### config.mk
export PLATFORM = sky130hd
export DESIGN_NAME = alu_arbiter_flat
export DESIGN_NICKNAME = d
export VERILOG_FILES = /design/src/rtl/alu_arbiter_if.sv /design/src/rtl/alu_arbiter.sv /design/src/flat_wrapper.sv
export SDC_FILE = /design/constraint.sdc
export NUM_CORES = 1
export LEC_CHECK = 0
export CAP_MARGIN = 10
export CORE_ASPECT_RATIO = 1.1
export CORE_UTILIZATION = 30
export DETAILED_ROUTE_END_ITERATION = 16
export GPL_TIMING_DRIVEN = 0
export HOLD_SLACK_MARGIN = 0.06
export PLACE_DENSITY = 0.67
export SLEW_MARGIN = 5
export SYNTH_ARGS = -nofsm -noshare
export SYNTH_HDL_FRONTEND = slang
export SYNTH_SLANG_ARGS = --single-unit
### constraint.sdc
create_clock -name clk -period 2.2 [get_ports clk]
set_input_delay 0.22 -clock clk [delete_from_list [all_inputs] [get_ports clk]]
set_output_delay 0.22 -clock clk [all_outputs]
set_load 0.05 [all_outputs]
### src/rtl/alu_arbiter_if.sv
`default_nettype none
// ============================================================================
// Module   : alu_arbiter_if
// Brief    : Requester, shared-ALU and response signals of the ALU arbiter.
// Revision : 1.0
// ============================================================================
interface alu_arbiter_if;
    logic        req0_valid;
    logic        req0_ready;
    logic [2:0]  req0_op;
    logic [15:0] req0_a;
    logic [15:0] req0_b;
    logic        req1_valid;
    logic        req1_ready;
    logic [2:0]  req1_op;
    logic [15:0] req1_a;
    logic [15:0] req1_b;
    logic [2:0]  alu_op;
    logic [15:0] alu_a;
    logic [15:0] alu_src;
    logic [15:0] alu_rd;
    logic        alu_z;
    logic        alu_c;
    logic        resp_valid;
    logic        resp_ready;
    logic        resp_id;
    logic [15:0] resp_rd;
    logic        resp_z;
    logic        resp_c;
    logic        resp_err;

    modport slave (
        input  req0_valid, req0_op, req0_a, req0_b,
        input  req1_valid, req1_op, req1_a, req1_b,
        input  alu_rd, alu_z, alu_c, resp_ready,
        output req0_ready, req1_ready,
        output alu_op, alu_a, alu_src,
        output resp_valid, resp_id, resp_rd, resp_z, resp_c, resp_err
    );

    modport master (
        output req0_valid, req0_op, req0_a, req0_b,
        output req1_valid, req1_op, req1_a, req1_b,
        output alu_rd, alu_z, alu_c, resp_ready,
        input  req0_ready, req1_ready,
        input  alu_op, alu_a, alu_src,
        input  resp_valid, resp_id, resp_rd, resp_z, resp_c, resp_err
    );
endinterface
`default_nettype wire

### src/rtl/alu_arbiter.sv
`default_nettype none
// ============================================================================
// Module   : alu_arbiter
// Brief    : Round-robin arbiter giving two requesters one-at-a-time access
//            to a shared combinational ALU, with registered response.
// Revision : 1.0
// ============================================================================
module alu_arbiter #(
    parameter int SETTLE_CYCLES = 1
) (
    input  wire logic     clk,
    input  wire logic     rst_n,
    alu_arbiter_if.slave  bus
);
    localparam int         c_SETTLE   = (SETTLE_CYCLES < 1 || SETTLE_CYCLES > 15) ? 1 : SETTLE_CYCLES;
    localparam logic [3:0] c_CNT_LOAD = 4'(c_SETTLE - 1);

    localparam logic [1:0] c_IDLE = 2'd0;
    localparam logic [1:0] c_EXEC = 2'd1;
    localparam logic [1:0] c_RESP = 2'd2;

    localparam logic [2:0] c_OP_ADD = 3'b000;

    logic [1:0]  r_state;
    logic        r_last_grant;
    logic [3:0]  r_cnt;
    logic [2:0]  r_alu_op;
    logic [15:0] r_alu_a;
    logic [15:0] r_alu_src;
    logic        r_resp_id;
    logic [15:0] r_resp_rd;
    logic        r_resp_z;
    logic        r_resp_c;
    logic        r_resp_err;

    logic        w_idle;
    logic        w_accept;
    logic        w_gnt_id;
    logic [2:0]  w_sel_op;
    logic [15:0] w_sel_a;
    logic [15:0] w_sel_b;
    logic        w_illegal;

    // Ready is gated by rst_n so nothing is offered while reset is asserted.
    assign w_idle    = (r_state == c_IDLE) && rst_n;
    assign w_gnt_id  = (bus.req0_valid && bus.req1_valid) ? ~r_last_grant : bus.req1_valid;
    assign w_accept  = w_idle && (bus.req0_valid || bus.req1_valid);
    assign w_sel_op  = w_gnt_id ? bus.req1_op : bus.req0_op;
    assign w_sel_a   = w_gnt_id ? bus.req1_a  : bus.req0_a;
    assign w_sel_b   = w_gnt_id ? bus.req1_b  : bus.req0_b;
    assign w_illegal = (w_sel_op == 3'b010) || (w_sel_op == 3'b011);

    assign bus.req0_ready = w_accept && !w_gnt_id;
    assign bus.req1_ready = w_accept &&  w_gnt_id;

    assign bus.alu_op     = r_alu_op;
    assign bus.alu_a      = r_alu_a;
    assign bus.alu_src    = r_alu_src;

    assign bus.resp_valid = (r_state == c_RESP);
    assign bus.resp_id    = r_resp_id;
    assign bus.resp_rd    = r_resp_rd;
    assign bus.resp_z     = r_resp_z;
    assign bus.resp_c     = r_resp_c;
    assign bus.resp_err   = r_resp_err;

    always_ff @(posedge clk) begin
        if (!rst_n) begin
            r_state      <= c_IDLE;
            r_last_grant <= 1'b1;
            r_cnt        <= 4'd0;
            r_alu_op     <= 3'b000;
            r_alu_a      <= 16'h0000;
            r_alu_src    <= 16'h0000;
            r_resp_id    <= 1'b0;
            r_resp_rd    <= 16'h0000;
            r_resp_z     <= 1'b0;
            r_resp_c     <= 1'b0;
            r_resp_err   <= 1'b0;
        end else begin
            case (r_state)
                c_IDLE: begin
                    if (w_accept) begin
                        r_last_grant <= w_gnt_id;
                        r_resp_id    <= w_gnt_id;
                        // Illegal ops never touch the ALU; the error response is formed here.
                        if (w_illegal) begin
                            r_resp_rd  <= 16'h0000;
                            r_resp_z   <= 1'b0;
                            r_resp_c   <= 1'b0;
                            r_resp_err <= 1'b1;
                            r_state    <= c_RESP;
                        end else begin
                            r_alu_op  <= w_sel_op;
                            r_alu_a   <= w_sel_a;
                            r_alu_src <= w_sel_b;
                            r_cnt     <= c_CNT_LOAD;
                            r_state   <= c_EXEC;
                        end
                    end
                end
                c_EXEC: begin
                    if (r_cnt == 4'd0) begin
                        r_resp_rd  <= bus.alu_rd;
                        r_resp_z   <= bus.alu_z;
                        r_resp_c   <= (r_alu_op == c_OP_ADD) ? bus.alu_c : 1'b0;
                        r_resp_err <= 1'b0;
                        r_state    <= c_RESP;
                    end else begin
                        r_cnt <= r_cnt - 4'd1;
                    end
                end
                c_RESP: begin
                    if (bus.resp_ready) begin
                        r_state <= c_IDLE;
                    end
                end
                default: r_state <= c_IDLE;
            endcase
        end
    end
endmodule
`default_nettype wire

### src/flat_wrapper.sv
// flat-port wrapper written by rule: the top's interface ports become plain ports
module alu_arbiter_flat 
#(
    parameter int SETTLE_CYCLES = 1
)
  (clk, rst_n, bus_req0_valid, bus_req0_op, bus_req0_a, bus_req0_b, bus_req1_valid, bus_req1_op, bus_req1_a, bus_req1_b, bus_alu_rd, bus_alu_z, bus_alu_c, bus_resp_ready, bus_req0_ready, bus_req1_ready, bus_alu_op, bus_alu_a, bus_alu_src, bus_resp_valid, bus_resp_id, bus_resp_rd, bus_resp_z, bus_resp_c, bus_resp_err);
  alu_arbiter_if bus_i ();
  input  wire logic clk;
  input  wire logic rst_n;
  input wire logic [$bits(bus_i.req0_valid)-1:0] bus_req0_valid;
  input wire logic [$bits(bus_i.req0_op)-1:0] bus_req0_op;
  input wire logic [$bits(bus_i.req0_a)-1:0] bus_req0_a;
  input wire logic [$bits(bus_i.req0_b)-1:0] bus_req0_b;
  input wire logic [$bits(bus_i.req1_valid)-1:0] bus_req1_valid;
  input wire logic [$bits(bus_i.req1_op)-1:0] bus_req1_op;
  input wire logic [$bits(bus_i.req1_a)-1:0] bus_req1_a;
  input wire logic [$bits(bus_i.req1_b)-1:0] bus_req1_b;
  input wire logic [$bits(bus_i.alu_rd)-1:0] bus_alu_rd;
  input wire logic [$bits(bus_i.alu_z)-1:0] bus_alu_z;
  input wire logic [$bits(bus_i.alu_c)-1:0] bus_alu_c;
  input wire logic [$bits(bus_i.resp_ready)-1:0] bus_resp_ready;
  output wire logic [$bits(bus_i.req0_ready)-1:0] bus_req0_ready;
  output wire logic [$bits(bus_i.req1_ready)-1:0] bus_req1_ready;
  output wire logic [$bits(bus_i.alu_op)-1:0] bus_alu_op;
  output wire logic [$bits(bus_i.alu_a)-1:0] bus_alu_a;
  output wire logic [$bits(bus_i.alu_src)-1:0] bus_alu_src;
  output wire logic [$bits(bus_i.resp_valid)-1:0] bus_resp_valid;
  output wire logic [$bits(bus_i.resp_id)-1:0] bus_resp_id;
  output wire logic [$bits(bus_i.resp_rd)-1:0] bus_resp_rd;
  output wire logic [$bits(bus_i.resp_z)-1:0] bus_resp_z;
  output wire logic [$bits(bus_i.resp_c)-1:0] bus_resp_c;
  output wire logic [$bits(bus_i.resp_err)-1:0] bus_resp_err;
  assign bus_i.req0_valid = bus_req0_valid;
  assign bus_i.req0_op = bus_req0_op;
  assign bus_i.req0_a = bus_req0_a;
  assign bus_i.req0_b = bus_req0_b;
  assign bus_i.req1_valid = bus_req1_valid;
  assign bus_i.req1_op = bus_req1_op;
  assign bus_i.req1_a = bus_req1_a;
  assign bus_i.req1_b = bus_req1_b;
  assign bus_i.alu_rd = bus_alu_rd;
  assign bus_i.alu_z = bus_alu_z;
  assign bus_i.alu_c = bus_alu_c;
  assign bus_i.resp_ready = bus_resp_ready;
  assign bus_req0_ready = bus_i.req0_ready;
  assign bus_req1_ready = bus_i.req1_ready;
  assign bus_alu_op = bus_i.alu_op;
  assign bus_alu_a = bus_i.alu_a;
  assign bus_alu_src = bus_i.alu_src;
  assign bus_resp_valid = bus_i.resp_valid;
  assign bus_resp_id = bus_i.resp_id;
  assign bus_resp_rd = bus_i.resp_rd;
  assign bus_resp_z = bus_i.resp_z;
  assign bus_resp_c = bus_i.resp_c;
  assign bus_resp_err = bus_i.resp_err;
  alu_arbiter #(.SETTLE_CYCLES(SETTLE_CYCLES)) u_core (.clk(clk), .rst_n(rst_n), .bus(bus_i));
endmodule
==> summary.txt <==
Status = complete, no violations
RSZ-0062 raised after global routing = false
CTS root buf = clkbuf_8
Critical Path Sink Type = output port
Post-synth EDFFs = 0
Die area = 9746 um2
Final setup vio count = 0
Met2 WL = 4026 um
Max_cap viols = 0
Total number of yosys warnings = 0
Post-DP Area = 4441 um2
Die Wd = 94.22 um
Routed WL per cell = 15.05 um
Hold Worst Slack = 0.3081 ns
TritonCTS Sinks = 62
Comb pwr share = 41.7%
Max Slew Vio Count = 0
Vias in the first global route = 2615
Met3 WL = 675 um
Synth top area share = 44.23%
Sw frac = 38.42%
Slew HR = 60.12%
Register bit total from synthesis = 62
Pleak = 2.081 nW
R2r startpoint = u_core.r_cnt[0]$_SDFFE_PN0P_
Clock slew at reported path FFs = 0.06 ns
Fin Setup TNS = 0 ns
Worst EP arrival = 1.79 ns
Power per standard cell area = 913.2 nW/um2
Synth Area in XOR/XNOR = 0%
Psw = 1.628 mW
Clock Power Share = 24.7%
DRT Wirelength = 8220 um
Post-synth ARST share = 0%
Max VDD drop = 0.0004060 V
M1 WL = 3414 um
Dpl hpwl = 6135 um
Post-Synth Adder-Cell Area = 0.4458%
H-tree levels = 3
Mux contribution to synthesized area = 14.13%
Largest net degree at the start of global routing = 20
Filler cell count = 863
Die Ht = 103.4 um
Hold Crit Class = input pin to flip-flop
RD Place Congestion = 0.7114
P&R area growth vs syn = 65.31%
Min-delay src = rst_n
Hold depth = 3
WHS Endpoint = u_core.bus.resp_err$_SDFFE_PN0P_
Initial antenna violation count = 0
Final setup skew = 0.007693 ns
Sequential Area = 1241 um2
Tmin final = 2.011 ns
Synth top cells by count = dfxtp_1, mux2i_1, nand3_1
Most frequent cell after synthesis = dfxtp_1
Net Count, Synth = 362
Total CTS buffers = 9
Port buffer count = 149
Layout cell share with drive strength beyond 1 = 8.565%
Crit Reg-Reg Endpoint = u_core.bus.resp_z$_SDFFE_PN0P_
Startpoint Class = input pin
Mapped Area = 2806 um2
Core Region = 8964 um2
Max FO, Critical Path = 19
Post-DRT Antenna Nets = 0
Int Power = 2.609 mW
Io pins = 151
First-pass GRT wire length = 12670 um
Req. time, crit path = 1.98 ns
Multi-input gate area = 1410 um2
Top_reg_cell synth = dfxtp_1
Worst reg-to-reg setup slack = 0.27 ns
Mean post-synth cell area = 10.47 um2
Grt total ovfl = 0
Seq/Total Area, Yosys = 44.23%
Vias per inst = 5.007
Yosys top cell by area = dfxtp_1
DRC viols = 0
Setup Buffers After CTS = 0
Top sig layer = met4
Count of final hold-check violations = 0
Main combinational cell family by area after synthesis = compound AO/OA/AOI/OAI gates
Fmax = 0.4974 GHz
Via count = 2734
Post-synthesis cell type count = 41
FP Rows = 36
Sequential share of power = 33.6%
Cells after synthesis = 268
Initial Util = 31.31%
Total Routing Usage GR = 16.86%
Final instance area = 4639 um2
Worst-skew pair later-pin latency = 0.33 ns
# nets final = 521
DRT Pass-1 Iters = 4
CTS Buffer Depth = 2
R2r worst-path depth = 7
Synth Area in Compound Gates = 22.83%
Critical path type = input pin to output port
Post-layout util = 51.76%
CTS tree = done
Worst-Margin Slew = 0.5950 ns
Simple-Gate Fraction of Synth Area = 12.66%
Antenna diodes = 0
Synth top area cells = dfxtp_1, mux2i_1, o211a_1
Period utilization = 91.39%
Starting DRT DRC Count = 54
how the worst max path moves through the flow:
stage | startpoint | endpoint | slack, ns
final | bus_req1_valid | bus_req1_ready | 0.19
after global routing | u_core.r_state[0]$_SDFFE_PN0P_ | bus_req0_ready | 0.09
after CTS | u_core.r_state[0]$_SDFFE_PN0P_ | bus_req0_ready | 0.06
after detailed placement | bus_req1_valid | bus_req1_ready | -0.58
after global placement | bus_req1_valid | bus_req1_ready | -0.56
after floorplan | u_core.r_state[0]$_SDFFE_PN0P_ | bus_req0_ready | 0.36
sequential cells by signal (all words and copies together) (netlist names):
register / flops
u_core.r_state: 2
u_core.bus.alu_op: 3
u_core.bus.resp_z: 1
u_core.bus.alu_src: 16
u_core.bus.resp_c: 1
u_core.bus.alu_a: 16
u_core.bus.resp_rd: 16
u_core.r_last_grant: 1
u_core.bus.resp_err: 1
u_core.r_cnt: 4
u_core.bus.resp_id: 1
per-layer routing:
layer,vias up,track usage (%)
li1,1335,-
met1,1288,19.12
met2,100,29.43
met3,11,5.702
met4,0,6.036
met5,-,0
area by class of cell:
type,instances,share of cell area [%]
Tap cell,114,3.074
Multi-Input combinational cell,178,30.39
Timing Repair Buffer,149,31.93
Clock inverter,5,1.241
Sequential cell,62,26.75
Inverter,6,0.4854
Buffer,21,2.859
Clock buffer,11,3.263
worst max-delay path, cell delays in order:
cell,delay [ns]
clkdlybuf4s50_1,0.49
a21boi_4,0.24
buf_4,0.36
nand2_1,0.14
inv_1,0.08
buf_2,0.26
cells in the final DEF, fill, tap and decap left out, types with 2 or more instances in the layout:
cell and count:
inv_1 6, clkbuf_8 11, nand2_1 5, clkinvlp_4 3
o31ai_1 2, or3_1 3, o211a_1 33, dfxtp_1 62
clkbuf_1 9, o21ai_0 6, buf_4 3, nor2_4 2
a22o_1 17, mux2i_1 37, a21boi_0 2, nor2_1 4
nor4b_1 2, buf_2 6, nand3_1 34, clkdlybuf4s50_1 147
a21oi_1 5, nand2b_1 4, buf_6 5, or4_1 2
o21ai_1 2
cell families (layout without fill, tap and decap cells):
kind of cell	Yosys count	after routing
adders and majority gates	1	1
AOI/OAI and AO/OA	74	74
DFF	62	62
buffers and inverters	28	192
muxes	39	39
and+or+nand+nor	64	64
repair_timing:
item | CTS | global route
resized for setup | 8 | 4
hold buffers | 0 | 0
pin swaps | 0 | 1
setup endpoints to repair | 2 | 2
power by group through the flow:
stage / logic, mW / registers, mW / clock network [mW]
finish: 1.77 / 1.43 / 1.04
global route: 1.88 / 1.45 / 1.13
CTS: 1.79 / 1.42 / 1.08
detailed placement: 1.78 / 1.45 / 0
global placement: 1.76 / 1.44 / 0
floorplan: 0.629 / 1.95 / 0
stage by stage:
step	setup slack [ns]	cells	power, mW
after floorplan	0.3640	268	2.583
after global placement	-0.5620	531	3.196
after global routing	0.08585	546	4.456
final	0.1894	546	4.237
after CTS	0.06167	546	4.288
after detailed placement	-0.5762	531	3.224
No activity file was read; power rests on OpenSTA's default activity.
